### src/rtl/muldiv_unit_pkg.sv
// Shared codes for the M-extension multiply/divide unit: ALU class code,
// funct3 operation codes and FSM state encoding.
package muldiv_unit_pkg;

    // ALU operation class that routes an instruction to the mul/div unit
    localparam logic [3:0] ALUOP_M = 4'b0101;

    // M-extension funct3 operation select
    typedef enum logic [2:0] {
        F3_MUL    = 3'b000,
        F3_MULH   = 3'b001,
        F3_MULHSU = 3'b010,
        F3_MULHU  = 3'b011,
        F3_DIV    = 3'b100,
        F3_DIVU   = 3'b101,
        F3_REM    = 3'b110,
        F3_REMU   = 3'b111
    } m_f3_t;

    // Sequencer states
    typedef enum logic [1:0] {
        S_IDLE    = 2'd0,
        S_COMPUTE = 2'd1,
        S_DONE    = 2'd2
    } state_t;

endpackage

### src/rtl/muldiv_unit_if.sv
// Request/response bundle between the issue stage and the mul/div unit.
interface muldiv_unit_if #(
    parameter int XLEN = 32
);
    logic            valid_in;
    logic [3:0]      ALUOp;
    logic [2:0]      funct3;
    logic [XLEN-1:0] rs1;
    logic [XLEN-1:0] rs2;
    logic            flush;
    logic            busy;
    logic            valid_out;
    logic [XLEN-1:0] result;

    modport master (
        output valid_in, ALUOp, funct3, rs1, rs2, flush,
        input  busy, valid_out, result
    );

    modport slave (
        input  valid_in, ALUOp, funct3, rs1, rs2, flush,
        output busy, valid_out, result
    );
endinterface

### src/rtl/muldiv_decode.sv
// Combinational funct3 decode: operation kind, operand signedness and
// which half of the double-width product is returned.
module muldiv_decode
    import muldiv_unit_pkg::*;
(
    input  logic [2:0] funct3,
    output logic       is_div,
    output logic       is_rem,
    output logic       signed_a,
    output logic       signed_b,
    output logic       high_sel
);

    // Map each M-op to its control bits
    always_comb begin
        is_div   = 1'b0;
        is_rem   = 1'b0;
        signed_a = 1'b0;
        signed_b = 1'b0;
        high_sel = 1'b0;
        case (m_f3_t'(funct3))
            F3_MUL:    ;
            F3_MULH:   begin high_sel = 1'b1; signed_a = 1'b1; signed_b = 1'b1; end
            F3_MULHSU: begin high_sel = 1'b1; signed_a = 1'b1; end
            F3_MULHU:  high_sel = 1'b1;
            F3_DIV:    begin is_div = 1'b1; signed_a = 1'b1; signed_b = 1'b1; end
            F3_DIVU:   is_div = 1'b1;
            F3_REM:    begin is_div = 1'b1; is_rem = 1'b1; signed_a = 1'b1; signed_b = 1'b1; end
            F3_REMU:   begin is_div = 1'b1; is_rem = 1'b1; end
            default:   ;
        endcase
    end

endmodule

### src/rtl/muldiv_unit.sv
// Iterative RISC-V M-extension unit. Operands are reduced to magnitudes on
// accept, a shift-add multiplier / restoring divider shares one XLEN+1-bit
// adder for XLEN cycles, and the sign is restored in DONE.
module muldiv_unit
    import muldiv_unit_pkg::*;
#(
    parameter int XLEN = 32
) (
    input  logic         clk,
    input  logic         rst,
    muldiv_unit_if.slave bus
);

    localparam int CW = $clog2(XLEN) + 1;

    state_t              state_reg, state_next;
    logic [CW-1:0]       cnt_reg, cnt_next;
    logic [2*XLEN-1:0]   acc_reg, acc_next;      // {hi, lo}: product or {remainder, quotient}
    logic [XLEN-1:0]     opb_reg, opb_next;      // multiplicand or divisor magnitude
    logic [2:0]          f3_reg, f3_next;
    logic                neg_reg, neg_next;      // negate product / quotient
    logic                neg_rem_reg, neg_rem_next;
    logic                special_reg, special_next;
    logic [XLEN-1:0]     result_reg, result_next;

    logic                is_div, is_rem, signed_a, signed_b, high_sel;
    logic [2:0]          dec_f3;
    logic                accept;
    logic                rs1_neg, rs2_neg;
    logic [XLEN-1:0]     rs1_mag, rs2_mag;
    logic                div_zero, div_ovf;
    logic [XLEN-1:0]     special_val;
    logic [XLEN:0]       add_x, add_y, add_sum;
    logic [XLEN-1:0]     acc_hi, acc_lo;
    logic [2*XLEN-1:0]   prod_fix;
    logic [XLEN-1:0]     fix_val;

    // Incoming funct3 is decoded while idle, the latched one afterwards
    assign dec_f3 = (state_reg == S_IDLE) ? bus.funct3 : f3_reg;

    muldiv_decode u_decode (
        .funct3   (dec_f3),
        .is_div   (is_div),
        .is_rem   (is_rem),
        .signed_a (signed_a),
        .signed_b (signed_b),
        .high_sel (high_sel)
    );

    assign accept  = (state_reg == S_IDLE) && bus.valid_in && (bus.ALUOp == ALUOP_M) && !bus.flush;
    assign acc_hi  = acc_reg[2*XLEN-1:XLEN];
    assign acc_lo  = acc_reg[XLEN-1:0];

    // Operand magnitudes and the two single-cycle division corner cases
    always_comb begin
        rs1_neg     = signed_a && bus.rs1[XLEN-1];
        rs2_neg     = signed_b && bus.rs2[XLEN-1];
        rs1_mag     = rs1_neg ? -bus.rs1 : bus.rs1;
        rs2_mag     = rs2_neg ? -bus.rs2 : bus.rs2;
        div_zero    = is_div && (bus.rs2 == '0);
        div_ovf     = is_div && signed_a && (bus.rs1 == {1'b1, {(XLEN-1){1'b0}}}) && (bus.rs2 == '1);
        special_val = '0;
        if (div_zero)
            special_val = is_rem ? bus.rs1 : '1;
        else if (div_ovf)
            special_val = is_rem ? '0 : bus.rs1;
    end

    // Shared adder: add multiplicand for multiply, subtract divisor for divide
    always_comb begin
        add_x   = is_div ? {acc_hi, acc_lo[XLEN-1]} : {1'b0, acc_hi};
        add_y   = is_div ? ~{1'b0, opb_reg} : {1'b0, opb_reg};
        add_sum = add_x + add_y + (XLEN+1)'(is_div);
    end

    // Sign restoration and half selection applied in DONE
    always_comb begin
        prod_fix = neg_reg ? -acc_reg : acc_reg;
        if (special_reg)
            fix_val = acc_lo;
        else if (is_div && is_rem)
            fix_val = neg_rem_reg ? -acc_hi : acc_hi;
        else if (is_div)
            fix_val = neg_reg ? -acc_lo : acc_lo;
        else if (high_sel)
            fix_val = prod_fix[2*XLEN-1:XLEN];
        else
            fix_val = prod_fix[XLEN-1:0];
    end

    // FSM state register
    always_ff @(posedge clk) begin
        if (rst)
            state_reg <= S_IDLE;
        else
            state_reg <= state_next;
    end

    // FSM next-state logic; flush kills any in-flight operation
    always_comb begin
        state_next = state_reg;
        case (state_reg)
            S_IDLE:    if (accept) state_next = (div_zero || div_ovf) ? S_DONE : S_COMPUTE;
            S_COMPUTE: if (bus.flush) state_next = S_IDLE;
                       else if (cnt_reg == CW'(XLEN-1)) state_next = S_DONE;
            S_DONE:    state_next = S_IDLE;
            default:   state_next = S_IDLE;
        endcase
    end

    // FSM outputs; a flushed DONE neither pulses nor updates the result
    always_comb begin
        bus.busy      = (state_reg == S_COMPUTE);
        bus.valid_out = (state_reg == S_DONE) && !bus.flush;
        bus.result    = bus.valid_out ? fix_val : result_reg;
    end

    // Datapath next values: operand capture, one iteration step, result latch
    always_comb begin
        cnt_next     = cnt_reg;
        acc_next     = acc_reg;
        opb_next     = opb_reg;
        f3_next      = f3_reg;
        neg_next     = neg_reg;
        neg_rem_next = neg_rem_reg;
        special_next = special_reg;
        result_next  = result_reg;
        case (state_reg)
            S_IDLE: if (accept) begin
                f3_next      = bus.funct3;
                cnt_next     = '0;
                special_next = div_zero || div_ovf;
                if (div_zero || div_ovf) begin
                    acc_next     = {{XLEN{1'b0}}, special_val};
                    opb_next     = '0;
                    neg_next     = 1'b0;
                    neg_rem_next = 1'b0;
                end else begin
                    acc_next     = {{XLEN{1'b0}}, is_div ? rs1_mag : rs2_mag};
                    opb_next     = is_div ? rs2_mag : rs1_mag;
                    neg_next     = rs1_neg ^ rs2_neg;
                    neg_rem_next = rs1_neg;
                end
            end
            S_COMPUTE: if (!bus.flush) begin
                cnt_next = cnt_reg + CW'(1);
                if (is_div) begin
                    if (!add_sum[XLEN])
                        acc_next = {add_sum[XLEN-1:0], acc_lo[XLEN-2:0], 1'b1};
                    else
                        acc_next = {acc_reg[2*XLEN-2:0], 1'b0};
                end else begin
                    acc_next = acc_lo[0] ? {add_sum, acc_lo[XLEN-1:1]}
                                         : {1'b0, acc_hi, acc_lo[XLEN-1:1]};
                end
            end
            S_DONE: if (!bus.flush) result_next = fix_val;
            default: ;
        endcase
    end

    // Datapath registers
    always_ff @(posedge clk) begin
        if (rst) begin
            cnt_reg     <= '0;
            acc_reg     <= '0;
            opb_reg     <= '0;
            f3_reg      <= '0;
            neg_reg     <= 1'b0;
            neg_rem_reg <= 1'b0;
            special_reg <= 1'b0;
            result_reg  <= '0;
        end else begin
            cnt_reg     <= cnt_next;
            acc_reg     <= acc_next;
            opb_reg     <= opb_next;
            f3_reg      <= f3_next;
            neg_reg     <= neg_next;
            neg_rem_reg <= neg_rem_next;
            special_reg <= special_next;
            result_reg  <= result_next;
        end
    end

endmodule

### src/flat_wrapper.sv
// flat-port wrapper written by rule: the top's interface ports become plain ports
module muldiv_unit_flat import muldiv_unit_pkg::*;
#(
    parameter int XLEN = 32
)
  (clk, rst, bus_valid_in, bus_ALUOp, bus_funct3, bus_rs1, bus_rs2, bus_flush, bus_busy, bus_valid_out, bus_result);
  muldiv_unit_if #(.XLEN(XLEN)) bus_i ();
  input  logic clk;
  input  logic rst;
  input wire logic [$bits(bus_i.valid_in)-1:0] bus_valid_in;
  input wire logic [$bits(bus_i.ALUOp)-1:0] bus_ALUOp;
  input wire logic [$bits(bus_i.funct3)-1:0] bus_funct3;
  input wire logic [$bits(bus_i.rs1)-1:0] bus_rs1;
  input wire logic [$bits(bus_i.rs2)-1:0] bus_rs2;
  input wire logic [$bits(bus_i.flush)-1:0] bus_flush;
  output wire logic [$bits(bus_i.busy)-1:0] bus_busy;
  output wire logic [$bits(bus_i.valid_out)-1:0] bus_valid_out;
  output wire logic [$bits(bus_i.result)-1:0] bus_result;
  assign bus_i.valid_in = bus_valid_in;
  assign bus_i.ALUOp = bus_ALUOp;
  assign bus_i.funct3 = bus_funct3;
  assign bus_i.rs1 = bus_rs1;
  assign bus_i.rs2 = bus_rs2;
  assign bus_i.flush = bus_flush;
  assign bus_busy = bus_i.busy;
  assign bus_valid_out = bus_i.valid_out;
  assign bus_result = bus_i.result;
  muldiv_unit #(.XLEN(XLEN)) u_core (.clk(clk), .rst(rst), .bus(bus_i));
endmodule
### config.mk
export PLATFORM = sky130hd
export DESIGN_NAME = muldiv_unit_flat
export DESIGN_NICKNAME = d
export VERILOG_FILES = /design/src/rtl/muldiv_unit_pkg.sv /design/src/rtl/muldiv_unit_if.sv /design/src/rtl/muldiv_decode.sv /design/src/rtl/muldiv_unit.sv /design/src/flat_wrapper.sv
export SDC_FILE = /design/constraint.sdc
export NUM_CORES = 1
export LEC_CHECK = 0
export ABC_AREA = 1
export BUFFER_PORTS_ARGS = -buffer_cell sky130_fd_sc_hd__buf_2
export CAP_MARGIN = 20
export CORE_MARGIN = 3
export CORE_UTILIZATION = 30
export DETAILED_ROUTE_END_ITERATION = 12
export PLACE_DENSITY = 0.48
export SYNTH_ARGS = -nofsm -noshare
export SYNTH_HDL_FRONTEND = slang
export SYNTH_SLANG_ARGS = --single-unit
### constraint.sdc
create_clock -name clk -period 8.9 [get_ports clk]
set_clock_uncertainty 0.2 [all_clocks]
set_input_delay 1.335 -clock clk [delete_from_list [all_inputs] [get_ports clk]]
set_output_delay 1.335 -clock clk [all_outputs]
set_load 0.005 [all_outputs]
---- Word-level counts from Yosys, hierarchy flattened ----
Index checks and enable logic that the tools add are counted.
storage, ports and cells
  flip-flop bits (word level) ............. 142
  output and inout port bits .............. 34
cells by class
  $add $sub $neg .......................... 8
  equal/unequal tests ..................... 16
  muxes and demuxes ....................... 42
  bitwise logic cells ..................... 3
  reductions and logical operators ........ 25
operators with widths
  operator                                        count
  2-to-1 mux 32 bit                               17
  2-to-1 mux 64 bit                               6
  negator 32 bit                                  4
  one-hot mux 64 bit (2 select lines)             1
  2-to-1 mux 33 bit                               2
  == test 32 bit (second input constant)          2
  negator 64 bit                                  1
  adder 33 x 1 -> 33 bit                          1
  adder 33 bit                                    1
  inverter 32 -> 33 bit                           1
  logical NOT 32 bit                              1
  == test 3 bit (second input constant)           4
  2-to-1 mux 6 bit                                2
  one-hot mux 6 bit (2 select lines)              1
  logical AND 1 bit                               11
  2-to-1 mux 2 bit                                4
  OR reduction 4 bit                              2
  2-to-1 mux 1 bit                                7
  adder 6 x 1 -> 6 bit (second input constant)    1
  == test 3 x 2 -> 1 bit (second input constant)  2
  == test 6 x 5 -> 1 bit (second input constant)  1
  AND reduction 2 bit                             3
  OR reduction 3 bit                              2
  == test 4 x 3 -> 1 bit (second input constant)  1
  16 further kinds                                16

---- Depth between registers and ports, before layout ----
  depth after elaboration ................. 13
  mapped depth ............................ 28
  depth with buffers taken out ............ 23

---- Modules after synthesis ----
A second synthesis with hierarchy kept.
unflattened totals
  cell total of the unflattened synthesis .. 3089
  area, all modules ....................... 16942.5 um2
by module, submodules not included
  module         times used  cells an instance  area an instance (um2)  seq. area each (um2)
  muldiv_unit    1           3074               16878.7                 2842.7
  muldiv_decode  1           15                 63.8                    0.0

---- Worst setup path after synthesis ----
Ideal clock, no wire load.
  path type ............................... input port to flip-flop
  start ................................... in bus_funct3[2]
  end ..................................... reg u_core.acc_reg[35]
  data arrival time ....................... 4.253 ns
  required time ........................... 8.568 ns
  setup slack ............................. 4.314 ns
  stages .................................. 24
  buffers on the path ..................... 5
  cells stage by stage .................... inv_1 nand2_1 nand2_2 buf_2 buf_2 buf_2 buf_2 xnor2_1 fa_1 nand2_1 nand2_1 o21ai_1 o21ai_2 nand2_1 nand2_2 nand3_2 nand2_1 nand2_1 nand2_2 buf_4 a21oi_1 o21ai_0 nand3_1 a21oi_1
between the ends
  cells in the longest elaborated chain, start to end .. 11
  elaborated cells between the ends (all ways) .. 16
  those cells by class .................... 2 x add/sub; 4 x eq/ne; 9 x mux; 1 x reduce/logical
ends and longest elaborated chain
  item                                         line                                    source
  start: declaration                           flat_wrapper.sv:12                      input wire logic [$bits(bus_i.funct3)-1:0] bus_funct3;
  2-to-1 mux 3 bit *                           muldiv_unit.sv:39                       assign dec_f3 = (state_reg == S_IDLE) ? bus.funct3 : f3_reg;
  == test 3 bit                                muldiv_decode.sv:21                     case (m_f3_t'(funct3))
  OR reduction 4 bit (no line) *               -
  2-to-1 mux 1 bit *                           muldiv_decode.sv:21
  2-to-1 mux 33 bit, on equally long branches  muldiv_unit.sv:71, muldiv_unit.sv:72
  adder 33 bit                                 muldiv_unit.sv:73                       add_sum = add_x + add_y + (XLEN+1)'(is_div);
  adder 33 x 1 -> 33 bit                       muldiv_unit.sv:73
  2-to-1 mux 64 bit, on equally long branches  muldiv_unit.sv:153, muldiv_unit.sv:148
  2-to-1 mux 64 bit *                          muldiv_unit.sv:147                      if (is_div) begin
  2-to-1 mux 64 bit *                          muldiv_unit.sv:145                      S_COMPUTE: if (!bus.flush) begin
  one-hot mux 64 bit (2 select lines) *        muldiv_unit.sv:128                      case (state_reg)
  end signal: assignment                       muldiv_unit.sv:175                      acc_reg <= acc_next;
  end: declaration                             muldiv_unit.sv:18                       logic [2*XLEN-1:0] acc_reg, acc_next;
Every way passes the cells marked *; elsewhere a longest branch is shown, timed or not. The select of a mux whose other input is x is not followed.
A chain may end at the register's enable or synchronous reset.

---- Final worst setup path ----
  start ................................... in bus_funct3[2]
  end ..................................... out bus_result[21]
between the ends
  cells in the longest elaborated chain, start to end .. 9
  elaborated cells between the ends (all ways) .. 20
  those cells by class .................... 7 x eq/ne; 9 x mux; 4 x reduce/logical
ends and longest elaborated chain
  item                                                              line                 source
  2-to-1 mux 3 bit *                                                muldiv_unit.sv:39
  == test 3 x 2 -> 1 bit or == test 3 x 1 -> 1 bit (tied branches)  muldiv_decode.sv:21
  OR reduction 3 bit (no line)                                      -
  2-to-1 mux 1 bit                                                  muldiv_decode.sv:21
  2-to-1 mux 32 bit                                                 muldiv_unit.sv:85    else if (high_sel)
  2-to-1 mux 32 bit                                                 muldiv_unit.sv:83    else if (is_div)
  2-to-1 mux 32 bit *                                               muldiv_unit.sv:81    else if (is_div && is_rem)
  2-to-1 mux 32 bit *                                               muldiv_unit.sv:79    if (special_reg)
  2-to-1 mux 32 bit *                                               muldiv_unit.sv:115   bus.result = bus.valid_out ? fix_val : result_reg;
  end: declaration                                                  flat_wrapper.sv:18   output wire logic [$bits(bus_i.result)-1:0] bus_result;
Every way passes the cells marked *; elsewhere a longest branch is shown, timed or not.

==> run summary <==
MaxCap Viol Count: 0
Top Family by Delay on Critical Path: buffers and inverters
CTS Buf Count: 17
Worst path cell trace: buf_2 > inv_1 > nand2_1 > nand2_8 > nor2_2 > buf_4 > inv_2 > buf_4 > a21oi_1 > o21ai_0 > nand2_1 > o21ai_0 > nand2_1 > buf_2
Vias per cell: 5.501
Yosys warns: 0
Psw: 767.2 uW
Remaining global-route overflow: 0
Combinational power share: 0.300
CP Data Required Time: 7.36 ns
Placed instance count: 3604
Die area: 0.05688 sq mm
Fin. max-slew vios: 0
Iteration-0 DRC Markers: 2117
Crit Path Max Fanout: 117
Leakage: 8.285 nW
Hold Crit Class: reg -> reg
Syn_area_per_cell: 5.507 sq um
Mapped cell area: 0.01622 sq mm
Final period utilization: 0.6480
Final WL: 79250 um
Synth Instances: 2945
Via count: 20000
Commonest cells after routing, fill and taps aside: nand2_1, a21oi_1, nor2_1
Run status: complete, no violations
Fin cells: 3636
Share of layout cells above drive strength 1: 0.07361
Crit path kind: in -> out
Drc violations: 0
Post-CTS Setup Bufs: 0
Final hold vios: 0
Starting Density: 0.3061
Worst-Margin Slew: 1.148 ns
Post-CTS resize count: 0
Pint: 1.225 mW
CP startpoint kind: primary input
Nets@finish: 3048
Root buf cell: clkbuf_16
PD cells: 112.3 mW/mm^2
Largest net degree at the start of global routing: 118
Final ANT Viol Nets: 0
Clock-pin slew on the worst setup and hold paths: 0.07 ns
F_max: 0.1734 GHz
IO Pins: 109
CTS tree: yes
Slowest stage delay, CP: 0.61 ns
Total GRT Usage: 0.2712
Fin crit period: 5.767 ns
Peak supply drop: 0.0001487 V
Register area share after synthesis: 0.1753
Busiest grt layer: met2
M3 GR Usage: 0.02838
Post-synth ARST share: 0
Initial antenna violation count: 0
Pre-Repair DR Iteration Count: 6
DP Area: 0.01714 sq mm
Final Instance Area: 0.01773 sq mm
Total Neg Setup Slack: 0 ns
Cell repeated most along the worst path: nand2_1
Final core occ: 0.3347
Clk pwr share: 0.374
CTS sink cnt: 142
Width of the die: 238.5 um
Rows: 84
EDFF count, synth: 0
First-pass GRT wire length: 117600 um
PnR Total Power: 1.992 mW
Number of global-route vias before repair: 18640
Grt met1 use: 0.3623
Critical path buffer and inverter count: 6
Final setup fails: 0
GR Layer Usage met2: 0.4500
Register share of total power: 0.326
Hold Buf Count CTS: 0
Htree depth: 4
Number of diodes: 0
WL/cell: 21.79 um
Ys flop type: dfxtp_1
Count of unique library cells instantiated by Yosys: 53
RSZ-0062 raised after global routing: no
Sw Ratio: 0.3852
Skew-Pair Late Insertion Delay: 0.46 ns
PortBufs: 108
Worst endpoint data arrival time: 4.23 ns
Slowest-stage cell, CP: nand2_8
Clock tree buffer depth: 2
Core area: 0.05297 sq mm
HPWL Detailed: 62100 um
Crit. End Element: output port
GPL Wtd Cong: 1.045
Most common cell after layout, fill and taps aside: nand2_1
Yosys reg bits: 142
Largest register FFs: 64
Slew margin rel.: 0.2301
Post-Syn Nets: 3058
Area Overhead vs Synth: 9.336%
Die Y: 238.5 um
final timing paths:
| kind | startpoint | end | slack, ns | cells past startpoint |
|---|---|---|---|---|
| max | bus_funct3[2] | bus_result[21] | 3.13 | 14 |
| min | u_core.f3_reg[0]$_SDFFE_PP0P_ | u_core.f3_reg[0]$_SDFFE_PP0P_ | 0.27 | 2 |
| max reg2reg | u_core.state_reg[1]$_SDFFE_PP0P_ | u_core.acc_reg[41]$_SDFFE_PP0P_ | 3.72 | 17 |
| min reg2reg | u_core.f3_reg[0]$_SDFFE_PP0P_ | u_core.f3_reg[0]$_SDFFE_PP0P_ | 0.27 | 2 |
kinds of logic (layout without fill, tap and decap cells):
family,after synthesis,in the layout,synth area share
buffers and inverters,404,407,0.09837
XOR/XNOR,136,136,0.07345
flip-flops,142,142,0.1753
adder cells (fa/ha/maj),38,38,0.02978
AND/OR/NAND/NOR,1546,1546,0.3991
AO/OA/AOI/OAI,679,679,0.2240
area by class of cell:
type                            count  area [sq um]
Sequential cell                   142          2844
Timing Repair Buffer              129         698.2
Multi-Input combinational cell   2399         11810
Inverter                          246         924.6
Tap cell                          688         860.8
Clock inverter                     13         152.6
Fill cell                        6118         35240
Clock buffer                       19         442.9
worst register-to-register path, cell delays in order (launching register included):
cell and delay, ns:
dfxtp_1 0.35, nor2_4 0.28, nand2_1 0.22, nand2_8 0.61
buf_4 0.63, o21ai_0 0.20, ha_1 0.36, inv_1 0.09
o21ai_0 0.13, a21oi_1 0.20, o21ai_0 0.14, a21oi_1 0.23
nand2_1 0.14, nand2_1 0.09, nand2_2 0.54, o211ai_1 0.43
nand3_1 0.11, a21oi_1 0.14
synth_stat cells, types with 3 or more instances:
master	instances	area, sq um
a21o_1	7	52.55
a21oi_1	293	1466
nor2_2	6	37.54
o21ai_1	22	110.1
nor2_1	293	1100
o21ai_2	5	43.79
nand2_1	871	3269
buf_6	3	33.78
nor3_1	39	195.2
inv_1	225	844.6
nand3b_1	10	75.07
or2_2	5	31.28
buf_1	22	82.58
o21a_1	5	37.54
nor4_1	17	106.4
buf_2	30	150.1
o211ai_1	42	315.3
ha_1	37	462.9
o21ai_0	271	1356
clkbuf_1	98	367.9
dfxtp_1	142	2843
a31oi_1	8	50.05
o21bai_1	8	60.06
xor2_1	90	788.3
nor3_2	5	50.05
nand3_1	242	1211
buf_4	5	37.54
o22ai_1	4	25.02
clkinv_1	4	15.01
xnor2_1	46	402.9
inv_2	17	63.81
o31ai_1	3	22.52
nand2_2	6	37.54
nand4_1	38	237.7
routing by layer:
layer  vias to the layer above  share of wire
met5                         -              0
met1                      9357           0.43
met2                       826           0.46
met3                       117          0.062
met4                         0          0.040
li1                       9700              -
power by group through the flow:
stage | clock [mW] | combinational, mW | sequential, mW
2_1_floorplan | 0 | 0.376 | 0.659
3_3_place_gp | 0 | 0.588 | 0.663
3_5_place_dp | 0 | 0.586 | 0.663
4_1_cts | 0.760 | 0.588 | 0.648
5_1_grt | 0.784 | 0.650 | 0.649
6_report | 0.745 | 0.598 | 0.649
through the flow:
stage	setup slack [ns]	hold WS, ns
after floorplan	4.314	0.2299
after global placement	2.976	0.2428
after detailed placement	2.979	0.2612
after CTS	3.140	0.2737
after global routing	2.903	0.2848
final	3.133	0.2672
Power figures use the tool's default switching activity.
